`src/rtl/cpu_seg_display.sv`:
```
// cpu_seg_display
// Shows one of five CPU values on an 8-digit multiplexed 7-segment display.
// The value is shown in hex or in decimal. Decimal uses an iterative
// shift-add-3 (double-dabble) binary-to-BCD converter.
//
// Ports
//   clk                 system clock
//   rst                 asynchronous reset, active low
//   led_data_in         CPU syscall display value
//   total_cycles        CPU cycle counter
//   condi_branch_num    taken conditional branch counter
//   uncondi_branch_num  unconditional jump counter
//   bubble_num          load-use bubble counter
//   disp_sel            source select (0..4 as listed above, 5..7 show 0)
//   hex_mode            1 = hex, 0 = decimal
//   seg                 active-low cathodes, [7]=dp, [6:0]=g..a
//   an                  active-low anodes, bit 0 = rightmost digit
//   conv_busy           high while the converter is shifting
//
// Converter states
//   state   | meaning
//   S_IDLE  | snapshot source and mode, clear BCD accumulator
//   S_SHIFT | 32 add-3/shift steps (decimal only)
//   S_LOAD  | publish the result to the digit register
module cpu_seg_display #(
  parameter int SCAN_DIV = 100000,
  parameter int DIV_BITS = 17
) (
  input  logic        clk,
  input  logic        rst,
  input  logic [31:0] led_data_in,
  input  logic [31:0] total_cycles,
  input  logic [31:0] condi_branch_num,
  input  logic [31:0] uncondi_branch_num,
  input  logic [31:0] bubble_num,
  input  logic [2:0]  disp_sel,
  input  logic        hex_mode,
  output logic [7:0]  seg,
  output logic [7:0]  an,
  output logic        conv_busy
);

  typedef enum logic [1:0] {S_IDLE, S_SHIFT, S_LOAD} state_e;

  localparam logic [DIV_BITS-1:0] DIV_TC = DIV_BITS'(SCAN_DIV - 1);

  state_e        state_q, state_d;
  logic [31:0]   snap_q, snap_d;
  logic [39:0]   bcd_q, bcd_d;
  logic [39:0]   bcd_adj;
  logic [4:0]    cnt_q, cnt_d;
  logic          hex_q, hex_d;
  logic [31:0]   digits_q, digits_d;
  logic          ovf_q, ovf_d;
  logic [31:0]   src;

  logic [DIV_BITS-1:0] div_q, div_d;
  logic [2:0]    idx_q, idx_d;
  logic [7:0]    seg_q, seg_d;
  logic [7:0]    an_q, an_d;
  logic [3:0]    nib;
  logic [31:0]   upper;
  logic          blank;

  function automatic logic [6:0] hex_font(input logic [3:0] n);
    case (n)
      4'h0: hex_font = 7'h40;
      4'h1: hex_font = 7'h79;
      4'h2: hex_font = 7'h24;
      4'h3: hex_font = 7'h30;
      4'h4: hex_font = 7'h19;
      4'h5: hex_font = 7'h12;
      4'h6: hex_font = 7'h02;
      4'h7: hex_font = 7'h78;
      4'h8: hex_font = 7'h00;
      4'h9: hex_font = 7'h10;
      4'hA: hex_font = 7'h08;
      4'hB: hex_font = 7'h03;
      4'hC: hex_font = 7'h46;
      4'hD: hex_font = 7'h21;
      4'hE: hex_font = 7'h06;
      default: hex_font = 7'h0E;
    endcase
  endfunction

  always_comb begin
    src = 32'h0;
    case (disp_sel)
      3'd0: src = led_data_in;
      3'd1: src = total_cycles;
      3'd2: src = condi_branch_num;
      3'd3: src = uncondi_branch_num;
      3'd4: src = bubble_num;
      default: src = 32'h0;
    endcase
  end

  always_comb begin
    bcd_adj = bcd_q;
    for (int i = 0; i < 10; i++) begin
      if (bcd_q[4*i +: 4] >= 4'd5) bcd_adj[4*i +: 4] = bcd_q[4*i +: 4] + 4'd3;
    end
  end

  always_comb begin
    state_d  = state_q;
    snap_d   = snap_q;
    bcd_d    = bcd_q;
    cnt_d    = cnt_q;
    hex_d    = hex_q;
    digits_d = digits_q;
    ovf_d    = ovf_q;
    case (state_q)
      S_IDLE: begin
        snap_d  = src;
        bcd_d   = 40'h0;
        cnt_d   = 5'd0;
        hex_d   = hex_mode;
        state_d = hex_mode ? S_LOAD : S_SHIFT;
      end
      S_SHIFT: begin
        // Adjust and shift happen in one step on the concatenated register.
        {bcd_d, snap_d} = {bcd_adj, snap_q} << 1;
        cnt_d = cnt_q + 5'd1;
        if (cnt_q == 5'd31) state_d = S_LOAD;
      end
      S_LOAD: begin
        if (hex_q) begin
          digits_d = snap_q;
          ovf_d    = 1'b0;
        end else begin
          digits_d = bcd_q[31:0];
          ovf_d    = (bcd_q[39:32] != 8'h0);
        end
        state_d = S_IDLE;
      end
      default: state_d = S_IDLE;
    endcase
  end

  always_comb begin
    div_d = div_q + DIV_BITS'(1);
    idx_d = idx_q;
    if (div_q == DIV_TC) begin
      div_d = '0;
      idx_d = idx_q + 3'd1;
    end
  end

  always_comb begin
    nib   = digits_q[{idx_q, 2'b00} +: 4];
    // Digits at and above the current index, used for leading-zero blanking.
    upper = digits_q >> {idx_q, 2'b00};
    blank = !hex_q && (idx_q != 3'd0) && (upper == 32'h0);
    seg_d = {~((idx_q == 3'd7) && ovf_q), blank ? 7'h7F : hex_font(nib)};
    an_d  = ~(8'b1 << idx_q);
  end

  always_ff @(posedge clk or negedge rst) begin
    if (!rst) begin
      state_q  <= S_IDLE;
      snap_q   <= 32'h0;
      bcd_q    <= 40'h0;
      cnt_q    <= 5'd0;
      hex_q    <= 1'b0;
      digits_q <= 32'h0;
      ovf_q    <= 1'b0;
      div_q    <= '0;
      idx_q    <= 3'd0;
      seg_q    <= 8'hFF;
      an_q     <= 8'hFF;
    end else begin
      state_q  <= state_d;
      snap_q   <= snap_d;
      bcd_q    <= bcd_d;
      cnt_q    <= cnt_d;
      hex_q    <= hex_d;
      digits_q <= digits_d;
      ovf_q    <= ovf_d;
      div_q    <= div_d;
      idx_q    <= idx_d;
      seg_q    <= seg_d;
      an_q     <= an_d;
    end
  end

  assign seg       = seg_q;
  assign an        = an_q;
  assign conv_busy = (state_q == S_SHIFT);

endmodule

```
`config.mk`:
```
export PLATFORM = sky130hd
export DESIGN_NAME = cpu_seg_display
export DESIGN_NICKNAME = d
export VERILOG_FILES = /design/src/rtl/cpu_seg_display.sv
export SDC_FILE = /design/constraint.sdc
export NUM_CORES = 1
export LEC_CHECK = 0
export BUFFER_PORTS_ARGS = -buffer_cell sky130_fd_sc_hd__buf_2
export CAP_MARGIN = 20
export CORE_ASPECT_RATIO = 0.5
export CORE_MARGIN = 2
export CORE_UTILIZATION = 45
export CTS_CLUSTER_DIAMETER = 40
export DETAILED_ROUTE_END_ITERATION = 6
export PLACE_DENSITY = 0.72
export SYNTH_ARGS = -nofsm -noshare
export SYNTH_HDL_FRONTEND = slang
export SYNTH_SLANG_ARGS = --single-unit
```
`constraint.sdc`:
```
create_clock -name clk -period 3.17 [get_ports clk]
set_input_delay 0.634 -clock clk [delete_from_list [all_inputs] [get_ports clk]]
set_output_delay 0.634 -clock clk [all_outputs]
set_load 0.005 [all_outputs]
```
# Word level (Yosys, flattened, before mapping)
# Memories as Yosys holds them, arrays and structs flattened.
# Index checks and enable logic that the tools add are counted.
[classes]
n_eq_ne = 10
addsub = 13
n_bitwise = 2
shift = 3
reduce_logical = 10
magnitude_cmp = 10
mux = 21
[op_table]
columns = ["cell", "n"]
rows = [
  ["$pmux 32 s5", 1],
  ["$pmux 40 s2", 1],
  ["$pmux 32 s2", 1],
  ["$ge 4x3->1 const B", 10],
  ["$add 4x2->4 const B", 9],
  ["$mux 4", 9],
  ["$logic_not 32->1", 1],
  ["$mux 32", 1],
  ["$shiftx 32x6->4", 1],
  ["$shr 32x5->32", 1],
  ["$add 17x1->17 const B", 1],
  ["$eq 17x17->1 const B", 1],
  ["$mux 17", 1],
  ["$pmux 5 s2", 1],
  ["$not 8->8", 1],
  ["$reduce_bool 8->1", 1],
  ["$shl 1x3->8 const A", 1],
  ["$mux 7", 1],
  ["$eq 3x2->1 const B", 2],
  ["$eq 3x3->1 const B", 2],
  ["$add 5x1->5 const B", 1],
  ["$eq 5x5->1 const B", 1],
  ["$mux 2", 2],
  ["$pmux 2 s2", 1],
  ["15 further kinds", 17],
]
[word_totals]
romBits = 112
output_inout_bits = 17
regBits = 149
word_cells = 81
mem_count = 1
[mem_list]
columns = ["name", "depth", "width", "rd", "rd_ports_with_merged_regs", "wr", "line", "text"]
rows = [
  ["(name not given)", 16, 7, 1, 0, 0, "66", "case (n)"],
]

# Logic depth before layout (Yosys ltp)
[depth]
ltp_word = 4
depth_mapped = 10
mapped_depth_nobuf = 8

# Worst setup path before layout
# OpenSTA, ideal clock, no wires.
[synth_timing]
path_type = "register to register"
start = "register idx_q[0]"
end = "register seg_q[0], in the netlist seg[0]"
t_arrival_ps = 2290
setup_ps = 85
n_path_buf = 2
required_ps = 3085
stages_incl_launch_ff = 10
synth_period_minus_slack_ps = 2375
path_slack_ps = 795
path_cell_list = "dfrtp_1 > buf_6 > buf_6 > mux4_2 > mux2i_2 > ha_1 > nand3b_1 > a21oi_1 > o221ai_2 > o2111ai_1"
[synth_between]
elab_chain_len = 4
elab_cells_between_ends = 8
cone_classes = "shift: 2; mux: 1; reduce/logical: 4; memory: 1"
[synth_rtl]
columns = ["element", "line", "text"]
rows = [
  ["start, declared", "58", "logic [2:0] idx_q, idx_d;"],
  ["start signal, assigned", "181", "idx_q <= idx_d;"],
  ["branches (longest 3 deep; another with $mem_v2 16x7)", "n/a", ""],
  ["$mux 7 (*)", "155", "seg_d = {~((idx_q == 3'd7) && ovf_q), blank ? 7'h7F : hex_font(nib)};"],
  ["named net seg_d[0]", "59", "logic [7:0] seg_q, seg_d;"],
  ["end signal, assigned", "182", "seg_q <= seg_d;"],
  ["end, declared", "59", ""],
]
# Mark *: on every way through the listed nets, which the timed path passes.
# A chain may end at the register's enable or synchronous reset.

# Final worst setup path
[layout_timing]
start = "register idx_q[0]"
end = "register seg_q[1], in the netlist seg[1]"
# Same word-level chain as after synthesis.

==> run_results.csv <==
group,metric,value,unit
critical_path,r2r_start,"idx_q[0]",
synth,synth_cells,879,
final_layout,fill_cells,1655,
synth,seq_area_frac_synth,42.22,%
critical_path,worstPathRequired,3490,ps
synth,yosys.area.top_type,"dfrtp_1",
clock_tree,htreeDepth,4,
grt,grt-ovfl-total,0,
synth,ys_types,57,
place,io_buffers,182,
synth,yosys.area.top_type_share,37.49,%
critical_path,regToRegEndpoint,"seg[1]",
clock_tree,cts_resized,0,
clock_tree,root_buffer,"clkbuf_16",
route,drtAntennaViolNets,0,
synth,synth-main-ff-cell,"dfrtp_1",
synth,async_flop_share,100.0,%
final_layout,layout-drive-gt1-share,28.34,%
timing,finalSetupTns,0,ps
timing,rsz0062_at_grt,"no",
critical_path,rr_worst_depth,7,
grt,grt_pass1_wl,37.94,mm
timing,fmax,356.7,MHz
final_layout,nets,1237,
clock_tree,cts_tree,"built",
critical_path,path_class,"reg -> reg",
critical_path,cp_cell_sequence,"mux4_2 -> mux2i_1 -> ha_1 -> nand3b_1 -> a21oi_1 -> o221ai_2 -> o221ai_1",
critical_path,slowest_delay,740,ps
grt,antenna_found_initial,1,
grt,grt_pass1_vias,7004,
critical_path,endpoint,"seg[1]",
outcome,status,"finished clean",
critical_path,crit_path_end_kind,"flip-flop",
clock_tree,insertion_delay,420,ps
timing,tightest_slew,1031,ps
hold_path,hold_class,"in -> async",
place,placed_area,10020,um2
synth,syn_area,8879,um2
synth,syn_nets,1081,
grt,grtUsageTotal,23.34,%
synth,synthTopCellsByCount,"nand2_1, dfrtp_1, o21ai_0",
place,routabilityCongestion,0.9973,
clock_tree,ctsHoldBuffers,0,
timing,min_period_over_period,88.45,%
clock_tree,ctsLongestPathBuffers,2,
timing,drv_slew,0,
synth,synthMostInstantiatedCell,"nand2_1",
floorplan,dieArea,20940,um2
floorplan,core_area,19410,um2
critical_path,r2r_slack,370,ps
grt,grt_max_degree,80,
timing,setup_viol,0,
clock_tree,clkSinkCount,149,
place,hpwl,18.00,mm
critical_path,path_buf_inv,0,
timing,finClkSkew,11.82,ps
route,drtPass1Iterations,5,
critical_path,worst_path_max_delay_cell,"dfrtp_1",
final_layout,design_area,10680,um2
pwr,power,7.834,mW
clock_tree,clk_pin_slew,60,ps
clock_tree,cts_setup_buffers,0,
route,via_count,7564,
pwr,peakVddDrop,0.0004028,V
critical_path,cp.depth,7,
floorplan,rows,36,
critical_path,cp-startpoint,"idx_q[0]",
pwr,power_density,733.4,nW/um2
timing,final_hold_viol_count,0,
route,vias_per_cell,5.752,
critical_path,cp-start-kind,"flip-flop",
critical_path,cp.arrival,3120,ps
route,wl,24.01,mm
route,drtIter0Drc,613,
critical_path,cp_top_family,"multiplexers",
final_layout,syn2layout_area_growth,20.31,%
timing,holdWs,169.4,ps
synth,ys_seq_elements,149,
synth,synth-edff-count,0,
synth,yosysWarnings,0,
floorplan,die_x,202.6,um
job,drv_cap,0,
floorplan,die_h,103.3,um
clock_tree,numCtsBuffers,17,
route,wl_per_cell,18.26,um
route,drc_errors,0,
timing,maxSlewHeadroom,31.30,%
floorplan,num_io_pins,183,
timing,fin_crit,2804,ps
floorplan,initial_core_util,45.73,%
timing,layout_setup_ws,366.3,ps
place,dpl_worst_slack,360.1,ps
synth,avgSynthCellArea,10.10,um2
pwr,power_leakage,4.778,nW
synth,synth_area_leaders,"dfrtp_1, mux4_2, nand2_1, ha_1, dfstp_2",
critical_path,cp_max_fo,17,
sequential cells by signal, indices dropped and copies added (netlist names), 2 cells and up:
signal    count
div_q        17
digits_q     32
state_q       2
an            8
seg           8
snap_q       32
cnt_q         5
bcd_q        40
idx_q         3
placed cells by master, fill, tap and decap left out, types with 30 or more instances in the layout:
| cell | n |
|---|---|
| o21ai_0 | 84 |
| o221ai_1 | 30 |
| ha_1 | 36 |
| mux4_2 | 39 |
| mux2i_1 | 39 |
| dfrtp_1 | 131 |
| nor2_1 | 32 |
| nand2_1 | 157 |
| buf_2 | 181 |
| a22oi_1 | 35 |
| inv_1 | 31 |
kinds of logic (layout without fill, tap and decap cells):
group / count (synthesis) / in the layout / share of synthesized area (%)
buffers and inverters: 90 / 259 / 4.242
xor gates and xnor gates: 36 / 36 / 3.551
DFF: 149 / 149 / 42.22
and+or+nand+nor: 276 / 276 / 14.29
other: 0 / 1 / 0
AOI/OAI and AO/OA: 209 / 209 / 15.52
muxes: 83 / 83 / 15.11
adders and majority gates: 36 / 36 / 5.073
report_power, final:
part,leakage (nW),internal (mW),switching (mW)
registers,1.95,2.37,0.619
logic,2.52,1.17,1.42
clock network,0.313,1.43,0.823
total,4.78,4.98,2.86
cell type report:
type / instances / area, um2 / area share [%]
Clock buffer: 19 / 442.9 / 4.147
Inverter: 32 / 120.1 / 1.125
Clock inverter: 13 / 219.0 / 2.050
Antenna cell: 1 / 2.502 / 0.02343
Timing Repair Buffer: 195 / 1052 / 9.851
Sequential cell: 149 / 3751 / 35.12
Tap cell: 266 / 332.8 / 3.116
Multi-Input combinational cell: 640 / 4761 / 44.57
worst min path at each step:
| stage | startpoint | end | slack [ps] | cells past startpoint |
|---|---|---|---|---|
| global placement | ovf_q | seg[7] | 430 | 1 |
| CTS | rst | cnt_q[0] | 190 | 1 |
| detailed placement | ovf_q | seg[7] | 440 | 1 |
| global route | rst | cnt_q[0] | 210 | 1 |
| floorplan | rst | bcd_q[0] | 340 | 0 |
| finish | rst | cnt_q[0] | 170 | 1 |
per-stage QoR:
step                      instances  utilization [%]
after global routing           1315            55.02
after detailed placement       1282            51.60
final                          1315            55.02
after global placement         1282            51.60
after CTS                      1314            55.01
after floorplan                 879                -
worst register-to-register path: stages (launching register included):
cell and delay, ps:
dfrtp_1 740, mux4_2 630, mux2i_1 370, ha_1 280
nand3b_1 80, a21oi_1 140, o221ai_2 190, o221ai_1 280
per-layer routing:
layer	wire (um)	share of wire [%]	track usage (%)	vias up
met5	0	0	0	-
met1	11830	49	35.62	3735
met4	243	1.0	5.053	0
met2	10280	43	33.83	305
li1	-	-	-	3503
met3	1657	6.9	5.326	21
Power figures use the tool's default switching activity.
